**src/rtl/keyboard_buffer_if.sv**
```systemverilog
// Memory-subsystem side of the PS/2 key buffer: head code, status flags and the pop strobe.
// The memory subsystem is the master; the keyboard buffer is the slave.
interface keyboard_buffer_if;
  logic       clean_key_buffer;
  logic [7:0] pressed_key;
  logic       key_valid;
  logic       overflow;
  logic       frame_error;

  modport master (
    output clean_key_buffer,
    input  pressed_key,
    input  key_valid,
    input  overflow,
    input  frame_error
  );

  modport slave (
    input  clean_key_buffer,
    output pressed_key,
    output key_valid,
    output overflow,
    output frame_error
  );
endinterface

```
**src/rtl/keyboard_buffer.sv**
```systemverilog
// PS/2 device-to-host receiver with break/control filtering and a small make-code FIFO.
// The FIFO head is presented to the CPU until the memory subsystem pops it.
module keyboard_buffer #(
  parameter int unsigned FIFO_DEPTH     = 4,
  parameter int unsigned TIMEOUT_CYCLES = 20000
) (
  input  logic             CLK_cpu,
  input  logic             RST_n,
  input  logic             ps2_clk,
  input  logic             ps2_data,
  keyboard_buffer_if.slave bus
);

  localparam int unsigned AW = $clog2(FIFO_DEPTH);
  localparam int unsigned TW = $clog2(TIMEOUT_CYCLES + 1);
  localparam logic [TW-1:0] TMO_LAST = TW'(TIMEOUT_CYCLES - 1);
  localparam logic [TW-1:0] TMO_ONE  = TW'(1);
  localparam logic [AW:0]   PTR_ONE  = (AW + 1)'(1);
  localparam logic [AW:0]   PTR_WRAP = {1'b1, {AW{1'b0}}};

  typedef enum logic [1:0] {StIdle, StData, StParity, StStop} state_e;

  // Pin synchronisers; idle line level is high.
  logic clk_s1_q, clk_s2_q, clk_s3_q;
  logic dat_s1_q, dat_s2_q;
  logic fall;

  always_ff @(posedge CLK_cpu or negedge RST_n) begin
    if (!RST_n) begin
      clk_s1_q <= 1'b1;
      clk_s2_q <= 1'b1;
      clk_s3_q <= 1'b1;
      dat_s1_q <= 1'b1;
      dat_s2_q <= 1'b1;
    end else begin
      clk_s1_q <= ps2_clk;
      clk_s2_q <= clk_s1_q;
      clk_s3_q <= clk_s2_q;
      dat_s1_q <= ps2_data;
      dat_s2_q <= dat_s1_q;
    end
  end

  assign fall = clk_s3_q & ~clk_s2_q;

  // Frame FSM with the abandon timer and registered byte/error strobes.
  state_e        state_q;
  logic [7:0]    shreg_q;
  logic [2:0]    bit_cnt_q;
  logic          parity_q;
  logic [TW-1:0] tmo_q;
  logic          byte_done_q;
  logic [7:0]    byte_q;
  logic          frame_error_q;

  always_ff @(posedge CLK_cpu or negedge RST_n) begin
    if (!RST_n) begin
      state_q       <= StIdle;
      shreg_q       <= '0;
      bit_cnt_q     <= '0;
      parity_q      <= 1'b0;
      tmo_q         <= '0;
      byte_done_q   <= 1'b0;
      byte_q        <= '0;
      frame_error_q <= 1'b0;
    end else begin
      byte_done_q   <= 1'b0;
      frame_error_q <= 1'b0;
      if (fall) begin
        tmo_q <= '0;
        unique case (state_q)
          StIdle: begin
            // A high sample here is a spurious edge, silently ignored.
            if (!dat_s2_q) begin
              state_q   <= StData;
              bit_cnt_q <= '0;
            end
          end
          StData: begin
            shreg_q   <= {dat_s2_q, shreg_q[7:1]};
            bit_cnt_q <= bit_cnt_q + 3'd1;
            if (bit_cnt_q == 3'd7) state_q <= StParity;
          end
          StParity: begin
            parity_q <= dat_s2_q;
            state_q  <= StStop;
          end
          StStop: begin
            if (dat_s2_q && (^{shreg_q, parity_q})) begin
              byte_done_q <= 1'b1;
              byte_q      <= shreg_q;
            end else begin
              frame_error_q <= 1'b1;
            end
            state_q <= StIdle;
          end
          default: state_q <= StIdle;
        endcase
      end else if (state_q == StIdle) begin
        tmo_q <= '0;
      end else if (tmo_q == TMO_LAST) begin
        state_q       <= StIdle;
        tmo_q         <= '0;
        frame_error_q <= 1'b1;
      end else begin
        tmo_q <= tmo_q + TMO_ONE;
      end
    end
  end

  // Scan-code decoder. The E0 prefix is swallowed; it does not alter which codes are queued,
  // so no extended-key state needs to be kept.
  logic is_ctrl;
  logic push;
  logic brk_q;

  always_comb begin
    is_ctrl = 1'b0;
    case (byte_q)
      8'h00, 8'hAA, 8'hEE, 8'hFA, 8'hFE, 8'hFF: is_ctrl = 1'b1;
      default:                                  is_ctrl = 1'b0;
    endcase
  end

  assign push = byte_done_q & ~is_ctrl & (byte_q != 8'hF0) & (byte_q != 8'hE0) & ~brk_q;

  always_ff @(posedge CLK_cpu or negedge RST_n) begin
    if (!RST_n) begin
      brk_q <= 1'b0;
    end else if (byte_done_q) begin
      if (byte_q == 8'hF0) begin
        brk_q <= 1'b1;
      end else if ((byte_q != 8'hE0) && !is_ctrl) begin
        brk_q <= 1'b0;
      end
    end
  end

  // Make-code FIFO; pointers carry one extra wrap bit.
  logic [AW:0] wptr_q, rptr_q;
  logic [7:0]  mem_q [FIFO_DEPTH];
  logic        empty, full, do_pop, do_push;
  logic        overflow_q;

  assign empty   = (wptr_q == rptr_q);
  assign full    = ((wptr_q ^ rptr_q) == PTR_WRAP);
  assign do_pop  = bus.clean_key_buffer & ~empty;
  assign do_push = push & (~full | do_pop);

  always_ff @(posedge CLK_cpu or negedge RST_n) begin
    if (!RST_n) begin
      wptr_q     <= '0;
      rptr_q     <= '0;
      overflow_q <= 1'b0;
    end else begin
      if (do_push) wptr_q <= wptr_q + PTR_ONE;
      if (do_pop) rptr_q <= rptr_q + PTR_ONE;
      if (push && !do_push) overflow_q <= 1'b1;
    end
  end

  always_ff @(posedge CLK_cpu) begin
    if (do_push) mem_q[wptr_q[AW-1:0]] <= byte_q;
  end

  assign bus.pressed_key = empty ? 8'h00 : mem_q[rptr_q[AW-1:0]];
  assign bus.key_valid   = ~empty;
  assign bus.overflow    = overflow_q;
  assign bus.frame_error = frame_error_q;

endmodule

```
**src/flat_wrapper.sv**
```systemverilog
// flat-port wrapper written by rule: the top's interface ports become plain ports
module keyboard_buffer_flat 
#(
  parameter int unsigned FIFO_DEPTH     = 4,
  parameter int unsigned TIMEOUT_CYCLES = 20000
)
  (CLK_cpu, RST_n, ps2_clk, ps2_data, bus_clean_key_buffer, bus_pressed_key, bus_key_valid, bus_overflow, bus_frame_error);
  keyboard_buffer_if bus_i ();
  input  logic CLK_cpu;
  input  logic RST_n;
  input  logic ps2_clk;
  input  logic ps2_data;
  input wire logic [$bits(bus_i.clean_key_buffer)-1:0] bus_clean_key_buffer;
  output wire logic [$bits(bus_i.pressed_key)-1:0] bus_pressed_key;
  output wire logic [$bits(bus_i.key_valid)-1:0] bus_key_valid;
  output wire logic [$bits(bus_i.overflow)-1:0] bus_overflow;
  output wire logic [$bits(bus_i.frame_error)-1:0] bus_frame_error;
  assign bus_i.clean_key_buffer = bus_clean_key_buffer;
  assign bus_pressed_key = bus_i.pressed_key;
  assign bus_key_valid = bus_i.key_valid;
  assign bus_overflow = bus_i.overflow;
  assign bus_frame_error = bus_i.frame_error;
  keyboard_buffer #(.FIFO_DEPTH(FIFO_DEPTH), .TIMEOUT_CYCLES(TIMEOUT_CYCLES)) u_core (.CLK_cpu(CLK_cpu), .RST_n(RST_n), .ps2_clk(ps2_clk), .ps2_data(ps2_data), .bus(bus_i));
endmodule
```
**config.mk**
```make
export PLATFORM = sky130hd
export DESIGN_NAME = keyboard_buffer_flat
export DESIGN_NICKNAME = d
export VERILOG_FILES = /design/src/rtl/keyboard_buffer_if.sv /design/src/rtl/keyboard_buffer.sv /design/src/flat_wrapper.sv
export SDC_FILE = /design/constraint.sdc
export NUM_CORES = 1
export LEC_CHECK = 0
export ABC_AREA = 1
export CORE_MARGIN = 2
export CORE_UTILIZATION = 51
export DETAILED_ROUTE_END_ITERATION = 16
export MAX_ROUTING_LAYER = met4
export PLACE_DENSITY = 0.75
export SYNTH_ARGS = -nofsm -noshare
export SYNTH_HDL_FRONTEND = slang
export SYNTH_SLANG_ARGS = --single-unit
```
**constraint.sdc**
```tcl
create_clock -name CLK_cpu -period 3.1 [get_ports CLK_cpu]
set_input_delay 0.62 -clock CLK_cpu [delete_from_list [all_inputs] [get_ports CLK_cpu]]
set_output_delay 0.62 -clock CLK_cpu [all_outputs]
set_load 0.01 [all_outputs]
```
# After elaboration in Yosys (flattened, before gate mapping)
# Memory sizes are Yosys's and may differ from the RTL's.
# Cells that the tools add are included.
[totals] regBits=52 ramBits=32 in_bits=5 out_inout_bits=11 wordCells=97 n_memories=1
[memory_table] memory="u_core.mem_q" words=4 word_bits=8 rd=1 rd_clocked_by_memory_dff=0 wr=1 line="keyboard_buffer.sv:141" rtl="logic [7:0] mem_q [FIFO_DEPTH];"
[op_classes] n_addsub=4 eq_ne=18 muxes=25 bitwise=14 reduce_logical=18
[ops] op="$eq 8x8->1 const B" n=6
[ops] op="$mux 15" n=3
[ops] op="$ne 8x8->1 const B" n=2
[ops] op="$add 15x1->15 const B" n=1
[ops] op="$eq 15x15->1 const B" n=1
[ops] op="$mux 1" n=13
[ops] op="$mux 2" n=5
[ops] op="$add 3x1->3 const B" n=3
[ops] op="$reduce_xor 9->1" n=1
[ops] op="$logic_not 8->1" n=1
[ops] op="$mux 8" n=1
[ops] op="$pmux 2 s4" n=1
[ops] op="$and 1x1->1" n=7
[ops] op="$eq 3x3->1 const B" n=2
[ops] op="$pmux 3 s2" n=1
[ops] op="$reduce_and 2->1" n=3
[ops] op="$reduce_and 3->1" n=2
[ops] op="$reduce_bool 2->1" n=3
[ops] op="$reduce_or 6->1" n=1
[ops] op="$not 1->1" n=5
[ops] op="$eq 2x2->1 const B" n=2
[ops] op="$reduce_and 4->1" n=1
[ops] op="$eq 3x3->1" n=1
[ops] op="$logic_and 1x1->1" n=3
[ops] op="other kinds (9)" n=10

# Longest topological paths before layout
# Gate-level depths: netlist of the first run.
[logic_depth] word_depth=11 mapped_depth=12 depth_no_buf=12

# Worst setup path before layout of the first run
# OpenSTA, ideal clock, no wires.
[synth_timing] path_kind="register to register" startpoint="register u_core.byte_q[6]" endpoint="memory u_core.mem_q[0][0], enable pin" setup_time_ns=0.371 t_arrival_ns=1.510 required_time_ns=2.729 path_slack_ns=1.219 stages_incl_launch_ff=10 n_path_buf=0 period_less_slack_ns=1.881 cell_sequence="dfrtp_1 > nand2_1 > inv_1 > nand2_1 > nand2_1 > nand2_1 > nand3_1 > nor2_4 > nand3_2 > nor2_1"
[synth_via] elab_chain_cells=11 elab_cells_between_ends=18 cone_classes="7 x eq/ne; 3 x mux; 6 x bitwise; 2 x reduce/logical"
[synth_rtl] element="from (decl)" line="keyboard_buffer.sv:53" rtl="logic [7:0] byte_q;"
[synth_rtl] element="from (signal assigned)" line="keyboard_buffer.sv:91" rtl="byte_q <= shreg_q;"
[synth_rtl] element="$eq 8x8->1 or $logic_not 8->1 (tied branches)" line="keyboard_buffer.sv:119" rtl="case (byte_q)"
[synth_rtl] element="$reduce_or 6->1" line="keyboard_buffer.sv:119"
[synth_rtl] element="$mux 1" line="keyboard_buffer.sv:119"
[synth_rtl] element="$not 1->1" line="keyboard_buffer.sv:125" rtl="assign push = byte_done_q & ~is_ctrl & (byte_q != 8'hF0) & (byte_q != 8'hE0) & ~brk_q;"
[synth_rtl] element="$and 1x1->1 (2 in series)" line="keyboard_buffer.sv:125"
[synth_rtl] element="$and 1x1->1 * (2 in series)" line="keyboard_buffer.sv:125"
[synth_rtl] element="$and 1x1->1 *" line="keyboard_buffer.sv:148" rtl="assign do_push = push & (~full | do_pop);"
[synth_rtl] element="$mux 1 *" line="keyboard_buffer.sv:163" rtl="if (do_push) mem_q[wptr_q[AW-1:0]] <= byte_q;"
[synth_rtl] element="$mux 1 (implied by the code) *" line="keyboard_buffer.sv:163"
[synth_rtl] element="to (decl)" line="keyboard_buffer.sv:141"
# Mark *: on every way between the ends. The rest lies on a longest branch, timed or not.

# Final worst setup path of the first run
[layout_timing] startpoint="register u_core.rptr_q[0]" endpoint="output port bus_pressed_key[3]"
[layout_via] elab_chain_cells=2 elab_cells_between_ends=3 cone_classes="1 x eq/ne; 1 x mux; 1 x memory"
[layout_rtl] element="from (decl)" line="keyboard_buffer.sv:140" rtl="logic [AW:0] wptr_q, rptr_q;"
[layout_rtl] element="from (signal assigned)" line="keyboard_buffer.sv:157" rtl="if (do_pop) rptr_q <= rptr_q + PTR_ONE;"
[layout_rtl] element="$mem_v2 4x8 or $eq 3x3->1 (tied branches)"
[layout_rtl] element="$mux 8 *" line="keyboard_buffer.sv:166" rtl="assign bus.pressed_key = empty ? 8'h00 : mem_q[rptr_q[AW-1:0]];"
[layout_rtl] element="to (decl)" line="flat_wrapper.sv:14" rtl="output wire logic [$bits(bus_i.pressed_key)-1:0] bus_pressed_key;"
# Marked as above.

==> results of run 1 <==
-- final cells by class --
type                    count  area share (%)
clock buffers               9            2.68
inverters                  53            4.34
well taps                 102            2.77
repair buffers             21            4.12
multi-input cells         299            34.2
flip-flops and latches     84            49.2
clock inverters             7            2.68
-- cells in the mapped netlist (6+ instances only) --
master,instances
a21oi_1,11
o21ai_0,20
dfrtp_1,47
nor2_1,58
nand2_1,111
nand2_2,6
inv_1,47
nand3_1,16
edfxtp_1,32
ha_1,12
nand4_1,12
o32ai_1,8
-- power breakdown --
| part | switching, mW | internal, mW | leakage (nW) |
|---|---|---|---|
| Combinational | 0.541 | 0.400 | 0.892 |
| Clock | 0.391 | 0.540 | 0.120 |
| Sequential | 0.117 | 1.22 | 0.979 |
| Total | 1.05 | 2.16 | 1.99 |
-- state kept, by name, indices dropped and copies added, names as in the netlist --
name	count
u_core.state_q	2
u_core.clk_s3_q	1
u_core.brk_q	1
u_core.byte_done_q	1
u_core.byte_q	8
u_core.tmo_q	15
u_core.mem_q	32
u_core.parity_q	1
u_core.dat_s1_q	1
u_core.dat_s2_q	1
u_core.bus.frame_error	1
u_core.shreg_q	8
u_core.wptr_q	3
u_core.bus.overflow	1
u_core.bit_cnt_q	3
u_core.clk_s2_q	1
u_core.rptr_q	3
u_core.clk_s1_q	1
-- how the worst max path moves through the flow --
stage	endpoint	slack [ns]	depth (start not counted)	startpoint
6_report	bus_pressed_key[3]	0.24	7	u_core.rptr_q[0]
5_1_grt	bus_pressed_key[3]	0.07	7	u_core.rptr_q[0]
4_1_cts	bus_pressed_key[3]	0.15	7	u_core.rptr_q[0]
3_5_place_dp	bus_pressed_key[3]	0.55	7	u_core.rptr_q[0]
3_3_place_gp	bus_pressed_key[6]	0.61	7	u_core.rptr_q[0]
2_1_floorplan	u_core.mem_q[0][0]	1.22	9	u_core.byte_q[6]
-- logic make-up (layout without fill, tap and decap cells) --
kind of cell	after synthesis	in the layout	share of synthesized area, %
simple gates	227	227	25.3
buf+inv	61	90	5.94
compound gates	53	53	8.08
fa+ha+maj	12	12	3.67
flops	84	84	55.5
xor+xnor	7	7	1.50
-- routing by layer --
metal | wire [µm] | vias up
met3 | 310 | 15
li1 | - | 1502
met4 | 127 | 0
met2 | 3450 | 58
met5 | 0 | -
met1 | 3360 | 1391
-- through the flow --
step / cells / total power [mW] / area, µm² / setup WS (ns) / hold WS [ns]
2_1_floorplan: 444 / 1.99 / 4090 / 1.22 / 0.324
3_3_place_gp: 559 / 2.27 / 4360 / 0.610 / 0.346
3_5_place_dp: 559 / 2.30 / 4360 / 0.553 / 0.349
4_1_cts: 575 / 3.24 / 4610 / 0.148 / 0.255
5_1_grt: 575 / 3.43 / 4610 / 0.0666 / 0.278
6_report: 575 / 3.21 / 4610 / 0.242 / 0.247
==> impl_metrics.env, run 1 <==
export IMPL_status="completed"
export IMPL_cp_arrival_ns=2.24
export IMPL_reg2reg_slack_ns=1.09
export IMPL_async_flop_share_pct=61.9
export IMPL_gp_congestion=0.800
export IMPL_dieArea_um2=8750
export IMPL_synthesis_area_um2=4090
export IMPL_final_util_pct=59.4
export IMPL_port_buffers=15
export IMPL_start_util_pct=52.6
export IMPL_ioPinCount=16
export IMPL_area_growth_pct=12.9
export IMPL_fin_skew_ns=0.00764
export IMPL_die_h_um=93.5
export IMPL_final_hold_violation_count=0
export IMPL_path_cells="clkinv_2 -> nand2_1 -> a21oi_1 -> nand2_2 -> nand2_1 -> inv_1 -> clkdlybuf4s50_1"
export IMPL_required_ns=2.48
export IMPL_ys_ff_latch=84
export IMPL_gr_usage_met1_pct=24.1
export IMPL_synth_cells=444
export IMPL_antenna_found_initial=0
export IMPL_firstDrtPassIters=5
export IMPL_post_cts_buffers=0
export IMPL_clock_sinks=84
export IMPL_worstReg2RegStart="u_core.rptr_q[0]"
export IMPL_postSynthAreaPerCell_um2=9.21
export IMPL_multi_input_area_um2=1580
export IMPL_clock_fmax_ghz=0.350
export IMPL_grt_pass1_wl_um=13100
export IMPL_final_period_utilization_pct=92.2
export IMPL_cts_buffers=9
export IMPL_track_usage_pct=19.5
export IMPL_synth_top_cell_by_area="dfrtp_1"
export IMPL_cts_tree="done"
export IMPL_critPathSlowestCell="dfrtp_1"
export IMPL_maxSlewViolCount=0
export IMPL_worstSkewPairLatency_ns=0.35
export IMPL_critPathCaptureType="output pin"
export IMPL_grt_pass1_vias=2929
export IMPL_path_common_cell="nand2_1"
export IMPL_finalSetupTns_ns=0
export IMPL_fill_cells=659
export IMPL_synthTopCellsByArea="dfrtp_1 29%, edfxtp_1 24%, nand2_1 10%"
export IMPL_worstSetupPathType="flop to output pin"
export IMPL_critical_path_top_delay_family="buffers and inverters"
export IMPL_cts_max_path_buffers=2
export IMPL_synth_edff_count=32
export IMPL_cts_resized=0
export IMPL_seq_area_um2=2270
export IMPL_r2r_end="u_core.mem_q[2][0]"
export IMPL_post_route_drc_count=0
export IMPL_fin_crit_ns=2.86
export IMPL_rsz0062_at_grt="false"
export IMPL_grt_util_met2_pct=31.7
export IMPL_final_setup_viol_count=0
export IMPL_gr_total_overflow=0
export IMPL_grt_start_max_net_pins=31
export IMPL_coreArea_um2=7770
export IMPL_cellLeakagePower_nw=1.99
export IMPL_drtIter0Drc=210
export IMPL_min_path_type="input pin to asynchronous set/reset pin"
export IMPL_r2r_cells=7
export IMPL_critPathMaxStageDelay_ns=0.52
export IMPL_h_tree_depth=3
export IMPL_ant_nets=0
export IMPL_routed_wl_um=7250
export IMPL_peakVddDrop_mv=0.378
export IMPL_cp_start_kind="flop"
export IMPL_synth_distinct_cells=37
export IMPL_worstPathMaxFanout=18
export IMPL_max_slew_margin_pct=58.2
export IMPL_die_w_um=93.5
export IMPL_layout_common_cells="110 x nand2_1, 58 x nor2_1, 47 x inv_1, 47 x dfrtp_1, 32 x edfxtp_1"
export IMPL_core_rowCount=32
export IMPL_clk_pin_slew_worst_paths_ns=0.09
export IMPL_mostFrequentLayoutCell="nand2_1"
export IMPL_p_per_area_nw_per_um2=696
export IMPL_busiest_layer="met2"
export IMPL_avgRoutedWirePerCell_um=12.6
export IMPL_root_buffer="clkbuf_8"
export IMPL_yosysWarningCount=0
export IMPL_routed_via_density=5.16
export IMPL_vias=2966
export IMPL_drive_gt1_share_pct=12.7
export IMPL_fin_nets=485
export IMPL_syn_num_nets=461
export IMPL_ys_seq_area_share_pct=55.5
export IMPL_path_buf_inv=3
export IMPL_synth_top_cell_area_share_pct=28.8
export IMPL_synth_flop_cell="dfrtp_1"
export IMPL_dp_hpwl_um=5100
export IMPL_cap_violations=0
export IMPL_tightest_slew_ns=0.626
export IMPL_n_antenna_cell=0
export IMPL_met3_usage_pct=4.59
export IMPL_holdBufCountCts=0
Power figures use the tool's default switching activity.
==> inputs of run 2 (changes only) <==
CORE_MARGIN = 3   (was 2)
==> run 2 against run 1 <==
Clock power shrank 23%. Utilization down 0.82 points. Via count down 0.61%. Register-to-register slack better by 0.04 ns. Clock skew about the same. Combinational power increased by 0.7%. Flip-flop and latch count stayed put. Routed wire length down 0.70%. Fmax is 0.23% lower. Critical path type unchanged.
==> impl_metrics.env, run 2 (synthesis results as in run 1) <==
export IMPL_maxSlewViolCount=0
export IMPL_critPathMaxStageDelay_ns=0.60
export IMPL_grt_pass1_wl_um=12400
export IMPL_clock_sinks=84
export IMPL_cap_violations=0
export IMPL_fin_crit_ns=2.86
export IMPL_path_buf_inv=2
export IMPL_place_ws_ns=0.553
export IMPL_fin_skew_ns=0.00739
export IMPL_gp_congestion=0.820
export IMPL_critPathCaptureType="output pin"
export IMPL_cellLeakagePower_nw=1.96
export IMPL_fill_cells=672
export IMPL_fin_nets=485
export IMPL_final_hold_violation_count=0
export IMPL_layout_common_cells="110 x nand2_1, 58 x nor2_1, 47 x inv_1, 47 x dfrtp_1, 32 x edfxtp_1"
export IMPL_largest_register_ffs=32
export IMPL_coreArea_um2=7770
export IMPL_worstSkewPairLatency_ns=0.36
export IMPL_cts_max_path_buffers=2
export IMPL_worstSetupPathType="flop to output pin"
export IMPL_dp_hpwl_um=5020
export IMPL_area_growth_pct=11.3
export IMPL_rsz0062_at_grt="false"
export IMPL_die_h_um=95.5
export IMPL_grt_pass1_vias=2812
export IMPL_dieArea_um2=9130
export IMPL_critPathSlowestCell="dfrtp_1"
export IMPL_clk_pin_slew_worst_paths_ns=0.09
export IMPL_cp_start_kind="flop"
export IMPL_cts_tree="done"
export IMPL_ioPinCount=16
export IMPL_avgRoutedWirePerCell_um=12.5
export IMPL_required_ns=2.48
export IMPL_antenna_found_initial=0
export IMPL_drtIter0Drc=234
export IMPL_cp_arrival_ns=2.24
export IMPL_min_path_type="input pin to asynchronous set/reset pin"
export IMPL_clock_fmax_ghz=0.349
export IMPL_status="completed"
export IMPL_die_w_um=95.5
export IMPL_p_per_area_nw_per_um2=661
export IMPL_ant_nets=0
export IMPL_cts_buffers=9
export IMPL_peakVddDrop_mv=0.433
export IMPL_critical_path_top_delay_family="flip-flops"
export IMPL_seq_area_um2=2270
export IMPL_tightest_slew_ns=0.665
export IMPL_post_route_drc_count=0
export IMPL_start_util_pct=52.6
export IMPL_root_buffer="clkbuf_8"
export IMPL_port_buffers=15
export IMPL_drive_gt1_share_pct=12.7
export IMPL_max_slew_margin_pct=55.7
export IMPL_path_cells="xor2_1 -> a21oi_1 -> nand2_2 -> nand2_1 -> inv_1 -> clkdlybuf4s50_1"
export IMPL_vias=2948
export IMPL_core_rowCount=32
export IMPL_routed_wl_um=7200
export IMPL_finalSetupTns_ns=0
export IMPL_grt_start_max_net_pins=53
export IMPL_worstPathMaxFanout=19
export IMPL_mostFrequentLayoutCell="nand2_1"
export IMPL_routed_via_density=5.13
export IMPL_post_cts_buffers=0
export IMPL_gr_total_overflow=0
export IMPL_track_usage_pct=17.9
export IMPL_n_antenna_cell=0
export IMPL_hold_slack_ns=0.356
export IMPL_firstDrtPassIters=4
export IMPL_final_setup_viol_count=0
export IMPL_setup_slack_ns=0.236
export IMPL_multi_input_area_um2=1580
export IMPL_h_tree_depth=3
export IMPL_final_period_utilization_pct=92.4
[run 2: changes by cell type in the layout (fill, tap and decap cells not counted)]
cell	change
bufinv_16	-3
inv_6	+1
inv_8	+1
inv_4	+1
[run 2: report_power, final]
group | leakage [nW] | internal [mW] | switching [mW]
logic | 0.893 | 0.400 | 0.548
registers | 0.979 | 1.22 | 0.121
clock network | 0.0921 | 0.303 | 0.412
[run 2: area by class of cell]
cell class / count / share of cell area [%]
inverter: 53 / 4.43
timing repair buffer: 21 / 4.18
clock inverter: 7 / 1.29
sequential: 84 / 49.8
tap: 102 / 2.80
clock buffer: 9 / 2.72
multi-input combinational: 299 / 34.7
[run 2: per-layer routing]
| metal | vias up | GRT usage, % | part of all wire, % |
|---|---|---|---|
| met5 | - | - | 0 |
| met4 | 0 | 6.87 | 1.4 |
| met3 | 10 | 3.95 | 3.4 |
| met2 | 51 | 29.4 | 49 |
| met1 | 1385 | 21.5 | 46 |
| li1 | 1502 | - | - |
[run 2: timing repair]
item                                    in CTS  in global routing
hold buffers                                 0                  0
endpoints found under the setup margin       0                  8
resized for setup                            0                  3
[run 2: worst paths after layout]
| check | slack [ns] | to | depth (start not counted) | from |
|---|---|---|---|---|
| hold / removal | 0.36 | u_core.wptr_q[0] | 2 | RST_n |
| setup / recovery | 0.24 | bus_pressed_key[6] | 6 | u_core.rptr_q[1] |
| min in group CLK_cpu | 0.36 | u_core.clk_s2_q | 0 | u_core.clk_s1_q |
| max in group asynchronous | 2.28 | u_core.byte_q[5] | 2 | RST_n |
| hold reg to reg | 0.36 | u_core.clk_s2_q | 0 | u_core.clk_s1_q |
| setup reg to reg | 1.13 | u_core.mem_q[3][6] | 6 | u_core.rptr_q[1] |
[run 2: metrics by stage]
stage	utilization, %	power, mW	area [µm²]	std cells
after global routing	58.6	3.22	4550	575
after floorplan	-	1.99	4090	444
after global placement	56.2	2.27	4360	559
final	58.6	3.01	4550	575
after detailed placement	56.2	2.31	4360	559
after CTS	58.5	3.02	4550	575
==> inputs of run 3 (changes only) <==
ABC_AREA = not set   (was 1)
CORE_UTILIZATION = 40   (was 51)
PLACE_DENSITY = 0.65   (was 0.75)
clock period = 2.3 ns   (was 3.1 ns; I/O delays follow)
==> run 3 against run 2 <==
Largest cell class unchanged. Flip-flop and latch count is the same. Global-route usage down 5.0 points. Setup slack worse by 0.19 ns. Sequential power up 44%. Sequential share of layout area grew 1.5 points. Cell count is 25% lower.
==> impl_metrics.env, run 3 <==
export IMPL_synth_distinct_cells=42
export IMPL_cp_start_kind="flop"
export IMPL_finalInstanceArea_um2=4420
export IMPL_r2r_cells=7
export IMPL_antenna_found_initial=0
export IMPL_avgRoutedWirePerCell_um=13.8
export IMPL_clock_sinks=84
export IMPL_clk_pin_slew_worst_paths_ns=0.09
export IMPL_min_path_type="input pin to asynchronous set/reset pin"
export IMPL_worstSkewPairLatency_ns=0.35
export IMPL_root_buffer="clkbuf_8"
export IMPL_clock_fmax_ghz=0.444
export IMPL_start_util_pct=42.0
export IMPL_combPwrFrac_pct=34.3
export IMPL_synthTopCellsByCount="47 x dfrtp_1, 32 x edfxtp_1, 21 x nor2_1"
export IMPL_required_ns=1.84
export IMPL_holdBufCountCts=0
export IMPL_firstDrtPassIters=4
export IMPL_tightest_slew_ns=0.664
export IMPL_synth_edff_count=32
export IMPL_gp_congestion=0.816
export IMPL_drtIter0Drc=46
export IMPL_fin_nets=337
export IMPL_switching_share_pct=32.1
export IMPL_synthesis_area_um2=3730
export IMPL_fin_skew_ns=0.0102
export IMPL_ys_ff_latch=84
export IMPL_yosysMostFrequentCell="dfrtp_1"
export IMPL_p_switching_mw=1.40
export IMPL_routed_wl_um=5980
export IMPL_final_hold_violation_count=0
export IMPL_cp_arrival_ns=1.79
export IMPL_gr_total_overflow=0
export IMPL_status="completed"
export IMPL_vias=2190
export IMPL_fin_crit_ns=2.25
export IMPL_rsz0062_at_grt="true"
export IMPL_cap_violations=0
export IMPL_drive_gt1_share_pct=27.4
export IMPL_largest_register_ffs=32
export IMPL_grt_start_max_net_pins=24
export IMPL_die_w_um=103
export IMPL_synth_cells=277
export IMPL_final_util_pct=49.7
export IMPL_mostFrequentLayoutCell="dfrtp_1"
export IMPL_grt_pass1_vias=2199
export IMPL_clockPowerShare_pct=21.5
export IMPL_grt_pass1_wl_um=10200
export IMPL_synthTopCellsByArea="dfrtp_1 32%, edfxtp_1 26%, mux2_2 5.1%"
export IMPL_max_slew_margin_pct=55.6
export IMPL_postSynthAreaPerCell_um2=13.5
export IMPL_async_flop_share_pct=61.9
export IMPL_h_tree_depth=3
export IMPL_final_setup_viol_count=0
export IMPL_post_route_drc_count=0
export IMPL_ant_nets=0
export IMPL_cts_max_path_buffers=2
export IMPL_port_buffers=15
export IMPL_cts_tree="done"
export IMPL_ys_seq_area_share_pct=60.8
export IMPL_p_int_mw=2.96
export IMPL_peakVddDrop_mv=0.499
export IMPL_p_per_area_nw_per_um2=985
export IMPL_sequentialPowerShare_pct=44.2
export IMPL_layout_common_cells="46 x dfrtp_1, 32 x edfxtp_1, 21 x nor2_1"
export IMPL_setup_slack_ns=0.0501
export IMPL_die_h_um=103
export IMPL_n_antenna_cell=0
export IMPL_routed_via_density=5.06
export IMPL_synth_top_cell_area_share_pct=31.5
export IMPL_maxSlewViolCount=0
export IMPL_dp_hpwl_um=4320
export IMPL_core_rowCount=34
export IMPL_area_growth_pct=18.4
export IMPL_yosysWarningCount=0
export IMPL_cts_buffers=9
export IMPL_worstPathMaxFanout=5
export IMPL_synth_top_cell_by_area="dfrtp_1"
export IMPL_final_period_utilization_pct=97.8
export IMPL_coreArea_um2=8890
export IMPL_cellLeakagePower_nw=1.90
export IMPL_track_usage_pct=12.9
export IMPL_placed_area_um2=4200
export IMPL_dieArea_um2=10500
export IMPL_place_ws_ns=-0.156
export IMPL_synth_flop_cell="dfrtp_1"
export IMPL_report_power_total_mw=4.36
export IMPL_ioPinCount=16
export IMPL_critPathCaptureType="output pin"
export IMPL_syn_num_nets=294
export IMPL_worstSetupPathType="flop to output pin"
==> run 3: cell types whose count changed after synthesis, sizes merged, moves of 9 or more <==
cell	delta
nand2	-99
nor2b	+9
inv	-43
xnor2	+13
mux2	+17
o21ai	-18
a21oi	-9
nor2	-47
nand3	-10
==> run 3: metal layers <==
metal,GRT usage [%],part of all wire (%),vias to the layer above
li1,-,-,1085
met1,15.4,46,1065
met2,21.4,49,32
met3,3.86,3.6,8
met4,3.33,1.1,0
met5,-,0,-
==> run 3: stage by stage <==
| stage | setup TNS, ns | cells | hold slack (ns) |
|---|---|---|---|
| finish | 0 | 433 | 0.0668 |
| CTS | 0 | 433 | 0.0754 |
| detailed placement | -1.34 | 414 | 0.348 |
| global placement | 0 | 414 | 0.346 |
| global route | -0.110 | 433 | 0.0798 |
| floorplan | 0 | 277 | 0.164 |
==> run 3: cells by family after synthesis <==
| family | after synthesis | share of synthesized area (%) |
|---|---|---|
| flip-flops | 84 | 60.8 |
| buffers and inverters | 17 | 1.88 |
| adder cells (fa/ha/maj) | 12 | 4.02 |
| AND/OR/NAND/NOR | 89 | 12.5 |
| XOR/XNOR | 27 | 6.90 |
| AO/OA/AOI/OAI | 23 | 4.02 |
| multiplexers | 25 | 9.95 |
==> run 3: worst paths after layout <==
kind / from / end / slack (ns)
worst max-delay path: u_core.rptr_q[0] / bus_pressed_key[6] / 0.05
worst min-delay path: RST_n / u_core.tmo_q[7] / 0.07
worst max register to register: u_core.byte_q[7] / u_core.mem_q[0][4] / 0.22
worst min register to register: u_core.clk_s1_q / u_core.clk_s2_q / 0.36
max in group asynchronous: RST_n / u_core.dat_s2_q / 1.57
min in group CLK_cpu: u_core.clk_s1_q / u_core.clk_s2_q / 0.36
==> run 3: critical path, cell delays in order, from the launching register on <==
cell     delay, ns
dfrtp_2       0.44
buf_12        0.12
buf_12        0.11
mux4_2        0.50
nor2b_1       0.14
buf_2         0.13
==> run 3: power groups by stage <==
stage	registers (mW)	logic (mW)	clock network, mW
2_1_floorplan	1.91	1.03	0
3_3_place_gp	1.95	1.43	0
3_5_place_dp	1.95	1.45	0
4_1_cts	1.92	1.48	0.978
5_1_grt	1.95	1.67	1.04
6_report	1.93	1.49	0.938
==> run 3: cell type report <==
cell class	count	area, µm²
multi-input combinational	176	1440
timing repair buffer	40	364
clock buffer	9	124
inverter	9	33.8
tap	108	135
sequential	84	2270
fill	775	4470
clock inverter	7	57.6
==> run 3: repair_timing <==
item                                    in CTS  in global routing
pin swaps                                    1                  0
endpoints found under the setup margin       9                 13
gates resized for setup                     32                  6
setup buffers                                3                  1
gates cloned                                 0                  0
